## src/rtl/mem_unit.sv

```systemverilog
// Word-addressed single-port memory with valid/ready requests, byte-enabled writes,
// an RD_LATENCY-deep response pipeline and a self-sequencing INIT pass (boot image via MEM_BOOT_IMAGE_EN).
module mem_unit #(
    parameter int MEM_DEPTH  = 64,
    parameter int DATA_WIDTH = 32,
    parameter int RD_LATENCY = 1,
    localparam int ADDR_WIDTH = $clog2(MEM_DEPTH),
    localparam int NB         = DATA_WIDTH / 8
) (
    input  logic                  clk,
    input  logic                  reset_n,
    input  logic                  req_valid,
    output logic                  req_ready,
    input  logic                  req_we,
    input  logic [ADDR_WIDTH-1:0] req_addr,
    input  logic [NB-1:0]         req_be,
    input  logic [DATA_WIDTH-1:0] req_wdata,
    output logic                  rsp_valid,
    output logic                  rsp_we,
    output logic [DATA_WIDTH-1:0] rsp_rdata,
    output logic                  init_done
);

    typedef enum logic {ST_INIT, ST_READY} state_t;

    localparam logic [ADDR_WIDTH-1:0] LAST_IDX = ADDR_WIDTH'(MEM_DEPTH - 1);

    state_t                  state, state_nxt;
    logic [ADDR_WIDTH-1:0]   init_idx;
    logic [DATA_WIDTH-1:0]   init_data;
    logic                    accept;
    logic [DATA_WIDTH-1:0]   mem [MEM_DEPTH];

    logic [RD_LATENCY-1:0]   vld_p;
    logic [RD_LATENCY-1:0]   we_p;
    logic [DATA_WIDTH-1:0]   rdata_p [RD_LATENCY];

    function automatic logic [DATA_WIDTH-1:0] merge_bytes(
        input logic [DATA_WIDTH-1:0] old_word,
        input logic [DATA_WIDTH-1:0] new_word,
        input logic [NB-1:0]         be
    );
        logic [DATA_WIDTH-1:0] w;
        w = old_word;
        for (int k = 0; k < NB; k++) begin
            if (be[k]) w[8*k +: 8] = new_word[8*k +: 8];
        end
        return w;
    endfunction

`ifdef MEM_BOOT_IMAGE_EN
    localparam logic [31:0] BOOT_IMAGE [8] = '{
        32'h00a00313, 32'h01400393, 32'h00730e33, 32'h40638eb3,
        32'h01de7f33, 32'h01de4fb3, 32'h00000000, 32'h00000000
    };

    always_comb begin
        init_data = '0;
        if (init_idx < ADDR_WIDTH'(8)) init_data = DATA_WIDTH'(BOOT_IMAGE[init_idx[2:0]]);
    end
`else
    always_comb begin
        init_data = '0;
    end
`endif

    always_ff @(posedge clk) begin
        if (!reset_n) begin
            state    <= ST_INIT;
            init_idx <= '0;
        end else begin
            state <= state_nxt;
            if (state == ST_INIT) init_idx <= init_idx + 1'b1;
        end
    end

    always_comb begin
        state_nxt = state;
        req_ready = 1'b0;
        init_done = 1'b0;
        case (state)
            ST_INIT: begin
                if (init_idx == LAST_IDX) state_nxt = ST_READY;
            end
            ST_READY: begin
                req_ready = 1'b1;
                init_done = 1'b1;
            end
            default: state_nxt = ST_INIT;
        endcase
    end

    assign accept = req_valid && req_ready;

    // INIT owns the write port until the last word is written
    always_ff @(posedge clk) begin
        if (reset_n && state == ST_INIT) begin
            mem[init_idx] <= init_data;
        end else if (accept && req_we) begin
            mem[req_addr] <= merge_bytes(mem[req_addr], req_wdata, req_be);
        end
    end

    // stage p0 captures at the acceptance edge, later stages shift
    always_ff @(posedge clk) begin
        if (!reset_n) begin
            vld_p <= '0;
            we_p  <= '0;
        end else begin
            vld_p[0] <= accept;
            we_p[0]  <= req_we;
            for (int i = 1; i < RD_LATENCY; i++) begin
                vld_p[i] <= vld_p[i-1];
                we_p[i]  <= we_p[i-1];
            end
        end
    end

    always_ff @(posedge clk) begin
        rdata_p[0] <= req_we ? '0 : mem[req_addr];
        for (int i = 1; i < RD_LATENCY; i++) begin
            rdata_p[i] <= rdata_p[i-1];
        end
    end

    assign rsp_valid = vld_p[RD_LATENCY-1];
    assign rsp_we    = vld_p[RD_LATENCY-1] & we_p[RD_LATENCY-1];
    assign rsp_rdata = vld_p[RD_LATENCY-1] ? rdata_p[RD_LATENCY-1] : '0;

endmodule

```

## config.mk

```make
export PLATFORM = sky130hd
export DESIGN_NAME = mem_unit
export DESIGN_NICKNAME = d
export VERILOG_FILES = /design/src/rtl/mem_unit.sv
export SDC_FILE = /design/constraint.sdc
export NUM_CORES = 2
export LEC_CHECK = 0
export BUFFER_PORTS_ARGS = -buffer_cell sky130_fd_sc_hd__buf_2
export CAP_MARGIN = 20
export CELL_PAD_IN_SITES_DETAIL_PLACEMENT = 1
export CELL_PAD_IN_SITES_GLOBAL_PLACEMENT = 2
export CORE_UTILIZATION = 52
export CTS_BUF_LIST = sky130_fd_sc_hd__clkbuf_8
export DETAILED_ROUTE_END_ITERATION = 10
export HOLD_SLACK_MARGIN = 0.03
export PLACE_DENSITY_LB_ADDON = 0.1
export SLEW_MARGIN = 40
export SYNTH_ARGS = -nofsm -noshare
export SYNTH_HDL_FRONTEND = slang
export SYNTH_SLANG_ARGS = --single-unit
```

## constraint.sdc

```tcl
create_clock -name clk -period 7.5 [get_ports clk]
set_clock_uncertainty 0.2 [all_clocks]
set_input_delay 1.125 -clock clk [delete_from_list [all_inputs] [get_ports clk]]
set_output_delay 1.125 -clock clk [all_outputs]
set_load 0.05 [all_outputs]
```

==> metrics list <==
- The final-report max-slew violation count is 0.
- Half-perimeter wire length after detailed placement: 146 mm
* Worst Path Buf+Inv: 4
- The routed design has 239 mm of wire.
* First DRT Iteration DRCs: 4,487
- Tightest slew margin relative to the limit: 38.4%
- First-pass GRT wire length: about 330 mm
* Critical path's slowest cell: a22oi_1
* Clock tree from TritonCTS: built
- When the netlist entered floorplanning its net count stood at 4,039.
- Buffers placed on the I/O ports in this run total 81.
- Final weighted congestion in routability-driven placement: 0.835
- Number of vias in the routed layout: roughly 42,000
- Clock latency at the later pin of the worst-skew pair: 1040 ps
* Antenna violations before repair: 7
- Overflow left after global routing: 0
- Cells with a size suffix above 1 make up 24.3% of the layout.
* Count of endpoints failing setup in the final report: 0
- Share of synthesized registers carrying an async set or reset: 0%
* Antenna-violating nets left: 0
- The worst hold path belongs to the class input pin to register.
- On the final layout, the worst hold slack is roughly 310 ps.
- The clock passes through at most 4 buffers.
* Core Area: 0.154 mm²
* Element type at the critical path start: input pin
- The first TritonRoute pass finished after 5 iterations.
- Root buffer cell: clkbuf_8
- Setup slack closes at 2940 ps.
* Cell class contributing the biggest share of worst-path delay: buffers and inverters
- In the finished design, the share of the clock period the worst path needs comes to 60.8%.
- Clock-pin slew was measured on the worst setup and hold paths at roughly 60 ps.
- H-tree levels: 5
- EDFF count, synth: slightly above 2,000
- The finished cells cover 0.0917 mm².
- Synthesized instance count: between 3,000 and 4,000
- Of all nets on the critical path, the largest fanout is 68.
* Number of rows created at floorplan: roughly 140
* Count of state elements after synthesis: 2,089
- Largest vdd supply drop: ~0.16 mV
* Critical Path RT: 7980 ps
* Post-layout minimum cycle time: 4560 ps
* Max stage delay on crit path: 550 ps
* Primary flip-flop cell chosen by synthesis mapping: edfxtp_1
- From bottom edge to top edge, the die measures 395 µm.
- In this run the cell area of the synthesized design comes to approximately 0.080 mm².
- Detailed-route vias per instance: 6.34
* Crit Path Category: input pin to register
- Post-Synthesis Mean Instance Area: 20.2 µm²
- The number of global-route vias before repair is 43,700.
- The die is 395 µm wide.
- Total CTS buffers: 347
- 82 I/O pins were placed.
- Cell-by-cell trace of the critical path: buf_8 > buf_12 > buf_4 > mux4_2 > a22oi_1 > nand4_1 > mux2i_1 > o21ai_4 > buf_4
- The most numerous cell type found on the critical path is buf_4.
- Summed over all cells, the static leakage comes to 34.3 nW.
- The die covers between 0.15 and 0.2 mm².
- After detailed placement, the total cell area comes to 0.0854 mm².
* Post-synthesis cell type count: 49
- Mean routed wirelength per cell: 35.7 µm
* CTS Sinks: 2,089
- In the global route stage, overall resource usage came out at between 30% and 40%.
- Setup total negative slack on the finished layout was measured at 0 ps.
- Sequential element share of the synthesized area: between 70% and 80%
* Total Nets Final: 4,447
- The number of gates resized after CTS was 0.
- Count of filler cells inserted in the layout: 13,100
- STA classifies the critical path endpoint as a register.
* Initial standard-cell utilization of the core: between 50% and 60%
- Area growth from synthesis to final layout: 13.9%
- The number of hold buffers added after CTS was 0.
- Result of the run: finished, final reports clean
* Critical path data arrival time: 5040 ps
- Timing would allow up to 219 MHz.
- After detailed routing, the number of remaining DRC violations is 0.
- Total count of hold-check failures in the final report: 0
- For this design the ratio of total power to cell area is 247 mW/mm².
- Worst-Margin Slew: 925 ps
- Unrepaired setup endpoints after global routing: no
- Maximum number of pins on one net before global-route repair: 84
* Count of buffers added by post-CTS timing repair for setup: 0
- During synthesis, Yosys emitted a total of 0 warnings.
* Worst-case setup slack after placement: 1710 ps
- Count of max-cap constraint violations: 0
synth_stat cells, types with 2 or more instances:
library cell     n  area (µm²)
edfxtp_1      2048       61500
mux2i_1        489        4890
mux4_2         287        6460
a22oi_1        249        1870
nand3_1        138         691
clkbuf_1       104         390
nor2_1         101         379
nand2_1         85         319
buf_4           51         383
nand4_1         51         319
a21oi_1         49         245
and2_1          42         263
dfxtp_1         41         821
buf_2           36         180
o21ai_1         26         130
o221ai_1        24         210
buf_6           22         248
mux2_2          22         248
nor2b_1         17         106
a221oi_1        16         140
buf_1           15        56.3
nand2b_1         9        56.3
a221o_1          6        60.1
a31oi_1          5        31.3
and3_1           5        31.3
o21ai_0          5        25.0
o31ai_1          5        37.5
buf_8            4        60.1
nor4_1           4        25.0
xnor2_1          4        35.0
a22o_1           3        26.3
buf_12           3        60.1
nor3_1           3        15.0
o21a_1           3        22.5
or3_1            3        18.8
a21oi_2          2        17.5
nand2_2          2        12.5
nand3b_1         2        15.0
final cells by class:
type / instances / area (µm²) / area share, %
Multi-Input combinational cell: 1666 / 17700 / 19.3
Clock inverter: 240 / 1180 / 1.29
Tap cell: 2044 / 2560 / 2.79
Clock buffer: 356 / 4900 / 5.35
Timing Repair Buffer: 294 / 2990 / 3.26
Inverter: 2 / 7.51 / 0.00819
Sequential cell: 2089 / 62300 / 68.0
Antenna cell: 2 / 5.00 / 0.00546
routing by layer:
layer  up-vias  share of wire (%)  wire, µm  GRT usage (%)
met1     22700                 40     96600           42.2
met5         -              0.025        61              0
met4         8                3.9      9290           11.9
met2      1908                 48    114000           48.1
li1      17400                  -         -              -
met3       412                8.1     19300           6.39
metrics by stage:
step,util [%],power (mW),instances
2_1_floorplan,-,13.5,3992
3_3_place_gp,54.9,13.8,6050
3_5_place_dp,55.5,13.8,6087
4_1_cts,59.5,22.8,6683
5_1_grt,59.6,23.3,6692
6_report,59.6,22.7,6693
worst reg2reg max path, stage by stage (launching register included):
cell     delay [ps]
dfxtp_1         450
buf_4           280
nand3_1         100
buf_4           240
o21ai_0         530
nand2_1         610
nor2_4          680
buf_4           620
flip-flops by register name, indices dropped and copies added (netlist names):
| register | flops |
|---|---|
| mem | 2048 |
| rdata_p | 32 |
| init_idx | 6 |
| rsp_valid | 1 |
| state | 1 |
| we_p | 1 |
where the power goes:
group / leakage [nW] / internal, mW / switching (mW)
clock: 3.46 / 4.65 / 4.46
combinational: 8.06 / 0.295 / 0.570
sequential: 22.8 / 12.7 / 0.0151
total: 34.3 / 17.6 / 5.04
kinds of logic (layout without fill, tap and decap cells):
group,Yosys count,count (layout),synth area share [%]
AO/OA/AOI/OAI,396,396,3.53
XOR/XNOR,5,5,0.0544
adder cells (fa/ha/maj),1,1,0.0155
buffers and inverters,237,892,1.72
flip-flops,2089,2089,77.4
multiplexers,798,798,14.4
other,0,2,0
AND/OR/NAND/NOR,466,466,2.84
cells in the final DEF, fill, tap and decap left out, types with 17 or more instances in the layout:
master    synthesis  layout
buf_8             4      17
buf_4            51     145
nand4_1          51      51
mux4_2          287     287
and2_1           42      40
clkinv_1          1     102
buf_2            36      79
buf_16            0      27
nand3_1         138     138
inv_1             1      92
buf_12            3      23
a22oi_1         249     249
mux2i_1         489     489
nor2_4            0      71
dfxtp_1          41      40
o221ai_1         24      24
clkinv_2          0      32
nor2_1          101      29
mux2_2           22      22
edfxtp_1       2048    2048
o21ai_4           0      25
nand2_1          85      85
clkbuf_8          0     356
a21oi_1          49      49
final timing paths:
path	slack [ps]	startpoint	to	cells past startpoint
hold reg to reg	440	init_idx[2]	init_idx[2]	2
hold / removal	310	reset_n	init_idx[0]	2
setup reg to reg	3350	state	mem[33][8]	7
setup / recovery	2940	req_addr[0]	mem[8][28]	9
Note: power is estimated with default switching activity, not from simulation.
